**config.mk**
```make
export PLATFORM = sky130hd
export DESIGN_NAME = demux_stream
export DESIGN_NICKNAME = d
export VERILOG_FILES = /design/src/rtl/demux_stream.sv
export SDC_FILE = /design/constraint.sdc
export NUM_CORES = 1
export LEC_CHECK = 0
export CAP_MARGIN = 20
export CORE_AREA = 2 2 54 51
export DETAILED_ROUTE_END_ITERATION = 7
export DIE_AREA = 0 0 56 53
export PLACE_DENSITY = 0.72
export SYNTH_ARGS = -nofsm -noshare
export SYNTH_HDL_FRONTEND = slang
export SYNTH_SLANG_ARGS = --single-unit
```
**constraint.sdc**
```tcl
create_clock -name clk -period 4 [get_ports clk]
set_input_delay 0.6 -clock clk [delete_from_list [all_inputs] [get_ports clk]]
set_output_delay 0.6 -clock clk [all_outputs]
set_load 0.005 [all_outputs]
```
**src/rtl/demux_stream.sv**
```systemverilog
// demux_stream: 1-to-2 valid/ready stream demultiplexer.
// Each accepted input beat is steered by in_s into one of two independent
// FIFOs (in_s=1 -> x, in_s=0 -> y), so a stalled consumer on one side never
// blocks traffic to the other side while that side's FIFO has room.
//
// Parameters:
//   n     - payload width in bits (>= 1)
//   DEPTH - entries per output FIFO (power of two, >= 2)
//   CW    - occupancy counter width, derived as $clog2(DEPTH)+1
//
// Ports:
//   clk, rst_n          - rising-edge clock, asynchronous active-low reset
//   in_data/in_s        - input beat payload and route select
//   in_valid/in_ready   - input handshake
//   x_data/x_valid      - head of x FIFO (data forced to 0 when empty)
//   x_ready             - x consumer pop
//   y_data/y_valid      - head of y FIFO (data forced to 0 when empty)
//   y_ready             - y consumer pop
//   x_count/y_count     - FIFO occupancy, 0..DEPTH
//
// Optional feature (macro DEMUX_STATS_EN):
//   x_beats/y_beats     - 16-bit saturating counts of completed pops
module demux_stream #(
    parameter int n     = 4,
    parameter int DEPTH = 2,
    localparam int CW   = $clog2(DEPTH) + 1
) (
    input  logic          clk,
    input  logic          rst_n,
    input  logic [n-1:0]  in_data,
    input  logic          in_s,
    input  logic          in_valid,
    output logic          in_ready,
    output logic [n-1:0]  x_data,
    output logic          x_valid,
    input  logic          x_ready,
    output logic [n-1:0]  y_data,
    output logic          y_valid,
    input  logic          y_ready,
    output logic [CW-1:0] x_count,
    output logic [CW-1:0] y_count
`ifdef DEMUX_STATS_EN
    ,
    output logic [15:0]   x_beats,
    output logic [15:0]   y_beats
`endif
);

    localparam int PW = $clog2(DEPTH);
    localparam logic [CW-1:0] FULL = CW'(DEPTH);

    logic [n-1:0]  x_mem [DEPTH];
    logic [n-1:0]  y_mem [DEPTH];
    logic [PW-1:0] x_wr, x_rd, y_wr, y_rd;

    logic x_push, x_pop, y_push, y_pop;

    // Readiness looks only at the registered count of the selected FIFO, so a
    // full FIFO refuses a push even when it is being popped this cycle. This
    // keeps the consumer ready signals out of the producer's timing path.
    always_comb begin
        in_ready = in_s ? (x_count != FULL) : (y_count != FULL);
        x_valid  = (x_count != '0);
        y_valid  = (y_count != '0);
        x_data   = x_valid ? x_mem[x_rd] : '0;
        y_data   = y_valid ? y_mem[y_rd] : '0;
        x_push   = in_valid && in_ready && in_s;
        y_push   = in_valid && in_ready && !in_s;
        x_pop    = x_valid && x_ready;
        y_pop    = y_valid && y_ready;
    end

    // Storage is intentionally left unreset; valid gating hides stale entries.
    always_ff @(posedge clk) begin
        if (x_push) x_mem[x_wr] <= in_data;
        if (y_push) y_mem[y_wr] <= in_data;
    end

    always_ff @(posedge clk or negedge rst_n) begin
        if (!rst_n) begin
            x_wr    <= '0;
            x_rd    <= '0;
            y_wr    <= '0;
            y_rd    <= '0;
            x_count <= '0;
            y_count <= '0;
        end else begin
            if (x_push) x_wr <= x_wr + PW'(1);
            if (x_pop)  x_rd <= x_rd + PW'(1);
            if (y_push) y_wr <= y_wr + PW'(1);
            if (y_pop)  y_rd <= y_rd + PW'(1);
            x_count <= x_count + CW'(x_push) - CW'(x_pop);
            y_count <= y_count + CW'(y_push) - CW'(y_pop);
        end
    end

`ifdef DEMUX_STATS_EN
    always_ff @(posedge clk or negedge rst_n) begin
        if (!rst_n) begin
            x_beats <= '0;
            y_beats <= '0;
        end else begin
            if (x_pop && (x_beats != '1)) x_beats <= x_beats + 16'd1;
            if (y_pop && (y_beats != '1)) y_beats <= y_beats + 16'd1;
        end
    end
`endif

endmodule

```
Word level (Yosys, flattened, before mapping)
Memory sizes are Yosys's and may differ from the RTL's.
Cells that the tools add are included.
{"block": "classes", "div": 0, "multipliers": 0, "shifts": 0, "magnitude_cmp": 0, "bitwise_logic": 0, "n_reduce_logical": 8, "addsub": 8, "muxes": 7, "n_eq_ne": 2}
{"op": "$mux 4", "count": 2}
{"op": "$logic_and 1x1->1", "count": 5}
{"op": "$mux 1", "count": 5}
{"op": "$add 1x1->1 const B", "count": 4}
{"op": "$add 2x1->2", "count": 2}
{"op": "$ne 2x2->1 const B", "count": 2}
{"op": "$reduce_bool 2->1", "count": 2}
{"op": "$sub 2x1->2", "count": 2}
{"op": "$logic_not 1->1", "count": 1}
{"block": "totals", "ram_bits": 16, "romBits": 0, "memories": 2, "latch_bits": 0, "regBits": 8, "out_inout_bits": 15, "inputBits": 10}
{"name": "x_mem", "words": 2, "width": 4, "rd": 1, "rd_ports_with_merged_regs": 0, "write_ports": 1, "line_no": "52", "text": "logic [n-1:0] x_mem [DEPTH];"}
{"name": "y_mem", "words": 2, "width": 4, "rd": 1, "rd_ports_with_merged_regs": 0, "write_ports": 1, "line_no": "53", "text": "logic [n-1:0] y_mem [DEPTH];"}

Depth between registers and ports, before layout
{"block": "logic_depth", "word_depth": 6, "ltp_mapped": 7, "depth_no_buf": 7}

Worst setup path before layout
Ideal clock, no wire load.
{"block": "synth_path", "kind": "input port to flip-flop", "start": "input in_s", "end": "register y_count[1]", "cell_stages": 6, "n_path_buf": 0, "t_required_ns": 3.875, "path_slack_ns": 2.313, "setup_ns": 0.125, "arrival_time_ns": 1.562, "cell_sequence": "nand3b_2 > ha_1 > inv_1 > ha_1 > xnor2_1 > xnor2_1"}
{"block": "synth_between", "elab_chain_cells": 5}
{"element": "start, declared", "line_no": "31", "text": "input logic in_s,"}
{"element": "$mux 1", "line_no": "62", "text": "in_ready = in_s ? (x_count != FULL) : (y_count != FULL);"}
{"element": "$logic_and 1x1->1", "line_no": "68", "text": "y_push = in_valid && in_ready && !in_s;"}
{"element": "$logic_and 1x1->1 (*)", "line_no": "68"}
{"element": "$add 2x1->2 (*)", "line_no": "93", "text": "y_count <= y_count + CW'(y_push) - CW'(y_pop);"}
{"element": "$sub 2x1->2 (*)", "line_no": "93"}
{"element": "end signal, assigned", "line_no": "93"}
{"element": "end, declared", "line_no": "41", "text": "output logic [CW-1:0] y_count"}
Every way passes the cells marked *; elsewhere a longest branch is shown, timed or not.
A chain may end at the register's enable or synchronous reset.

Final worst setup path
{"block": "layout_path", "start": "input in_s", "end": "output in_ready"}
{"block": "layout_between", "elab_chain_cells": 1}
{"element": "$mux 1", "line_no": "62"}
{"element": "end, declared", "line_no": "33", "text": "output logic in_ready,"}
Every way passes these cells.

==> impl_metrics.tcl <==
set metrics [dict create \
    critical_path_arrival_ns 1.90 \
    core.rowCount 17 \
    multi_input_area_um2 330 \
    relSlewSlack_pct 73.8 \
    start_util_pct 43.8 \
    grtUsageTotal_pct 12.1 \
    dp_slack_ns 1.50 \
    postCtsSetupBuffers 0 \
    die_x_um 56 \
    final_antenna_net_count 0 \
    p_switching_mw 0.284 \
    synth_top_area_share_pct 46.0 \
    fin_util_pct 57.1 \
    pwr-share-comb_pct 40.8 \
    maxCapViolations 0 \
    wl_met1_um 670 \
    ys_seq_area_share_pct 65.2 \
    p_clk_share_pct 17.9 \
    dp.cells 123 \
    syn_area_per_cell_um2 14.3 \
    diodes 0 \
    ioPinCount 25 \
    leakagePower_nw 0.551 \
    critical_path_required_ns 3.40 \
    period_minus_slack_ns 2.50 \
    intPower_mw 0.679 \
    ys_types 15 \
    worst_pin_slew_ns 0.392 \
    nFillCells 209 \
    h-tree-depth 1 \
    grt_max_degree 15 \
    ys_ff_latch 24 \
    cts_buffer_depth 2 \
    seq_power_share_pct 41.3 \
    vdd_ir_drop_max_mv 0.372 \
    hold_buffers 0 \
    powerDensity_nw_per_um2 708 \
    seq_area_um2 681 \
    drtIter0Drc 7 \
    cts_resized 0 \
    cts_buffers 3 \
    finalHoldViolCount 0 \
    critPathLaunchType "input port" \
    route.detailed.wl_per_inst_um 12.3 \
    cts_root_buf "clkbuf_4" \
    gr-total-overflow 0 \
    clk-insertion-delay-late_ns 0.31 \
    fmax_mhz 399 \
    post_synth_main_area_contributors "edfxtp_1 46%, dfrtp_1 19%, mux2i_1 7.7%" \
    critPathCaptureType "output pin" \
    cts_tree "done" \
    wl_met2_um 833 \
    vias_per_cell 4.61 \
    core_um2 2380 \
    gp_congestion 0.740 \
    port_buffers 24 \
    layout_setup_ws_ns 1.50 \
    dr_wl_met3_um 53 \
    first_pass_iters 3 \
    grt_pass1_wl_um 2670 \
    fin_skew_ns 0.00739 \
    syn2layout_area_growth_pct 30.5 \
    nets 114 \
    routed_wl_um 1560 \
    drv_slew 0 \
    synth_area_leader_cell "edfxtp_1" \
    post-dp-hpwl_um 1220 \
    setup_viol 0 \
    path_max_fanout 3 \
    min_path_type "reg -> reg" \
    syn_nets 87 \
    fin_tns_setup_ns 0 \
    layout.cells.non_filler 127 \
    synth_warnings 0 \
    layout-drive-gt1-share_pct 11.1 \
    clk_pin_slew_ns 0.13 \
    switching_share_pct 29.5 \
    grt_pass1_vias 583 \
    finalPower_mw 0.963 \
    die-area_um2 2970 \
    dr_total_vias 586 \
    fp.dieH_um 53 \
    status "completed" \
    top_layer "met3" \
    rsz0062_at_grt "no" \
    rrSetupSlack_ns 2.32 \
    path_class "in -> out" \
    cts_sinks 24 \
    drc 0 \
    post-route-period-util_pct 62.6 \
    synth_area_um2 1040 \
    antenna_found_initial 0 \
    syn_inst 73 \
]
==> layout make-up <==
type	instances	share of cell area (%)
Timing Repair Buffer	24	17.6
Clock buffer	3	1.65
Inverter	6	1.65
Tap cell	28	2.57
Multi-Input combinational cell	41	24.3
Clock inverter	1	2.21
Sequential cell	24	50.0
==> power by group through the flow <==
| stage | logic [mW] | registers [mW] | clock network (mW) |
|---|---|---|---|
| 6_report | 0.393 | 0.398 | 0.172 |
| 5_1_grt | 0.441 | 0.409 | 0.191 |
| 4_1_cts | 0.403 | 0.398 | 0.177 |
| 3_5_place_dp | 0.401 | 0.404 | 0 |
| 3_3_place_gp | 0.391 | 0.400 | 0 |
| 2_1_floorplan | 0.230 | 0.376 | 0 |
==> sequential cells by signal, summed over array words and instances (netlist names) <==
register,flops
y_rd,1
y_wr,1
y_mem,8
x_count,2
x_mem,8
x_wr,1
x_rd,1
y_count,2
==> layer usage <==
metal / vias to the layer above / GRT usage, %
met4: 0 / 4.76
met2: 11 / 20.6
li1: 298 / -
met3: 0 / 3.18
met5: - / 0
met1: 277 / 14.8
==> cell families (layout without fill, tap and decap cells) <==
group         Yosys count  in the layout  share of synthesized area, %
simple gates           20             20                          11.4
flops                  24             24                          65.2
fa+ha+maj               4              4                          4.80
xor+xnor                8              8                          6.71
buf+inv                 8             34                          3.12
mux                     9              9                          8.75
==> worst max-delay path: stages <==
cell and delay (ns):
clkdlybuf4s50_1 0.52, mux2_2 0.35, clkdlybuf4s50_1 0.44
==> through the flow <==
step / instance area (µm²) / hold WS (ns)
after floorplan: 1040 / 0.304
after global placement: 1310 / 0.483
after detailed placement: 1310 / 0.490
after CTS: 1360 / 0.511
after global routing: 1360 / 0.523
final: 1360 / 0.509
==> cell usage in the layout, fill, tap and decap left out <==
cell              n
mux2i_1           8
mux2_2            1
nand2b_1          2
nor2_1           12
dfrtp_1           8
bufinv_16         1
inv_1             6
nand3b_2          1
nor2_2            2
nand3_2           1
ha_1              4
clkdlybuf4s50_1  24
xnor2_1           6
nor2b_4           2
xor2_1            2
clkbuf_4          3
edfxtp_1         16
==> path summary, 6_finish.rpt <==
path,cells after the start,to,start
max in group asynchronous,1,y_wr,rst_n
min in group asynchronous,1,x_count[0],rst_n
worst min-delay path,1,x_wr,x_wr
worst max register to register,7,x_count[1],x_count[0]
worst min register to register,1,x_wr,x_wr
worst max-delay path,3,in_ready,in_s
==> Yosys cell counts <==
master,n
nor2_1,12
nand3b_2,1
nor2b_4,2
xnor2_1,6
mux2_2,1
inv_1,6
nand3_2,1
mux2i_1,8
dfrtp_1,8
nor2_2,2
ha_1,4
edfxtp_1,16
nand2b_1,2
buf_2,2
xor2_1,2
Note: power is estimated with default switching activity, not from simulation.
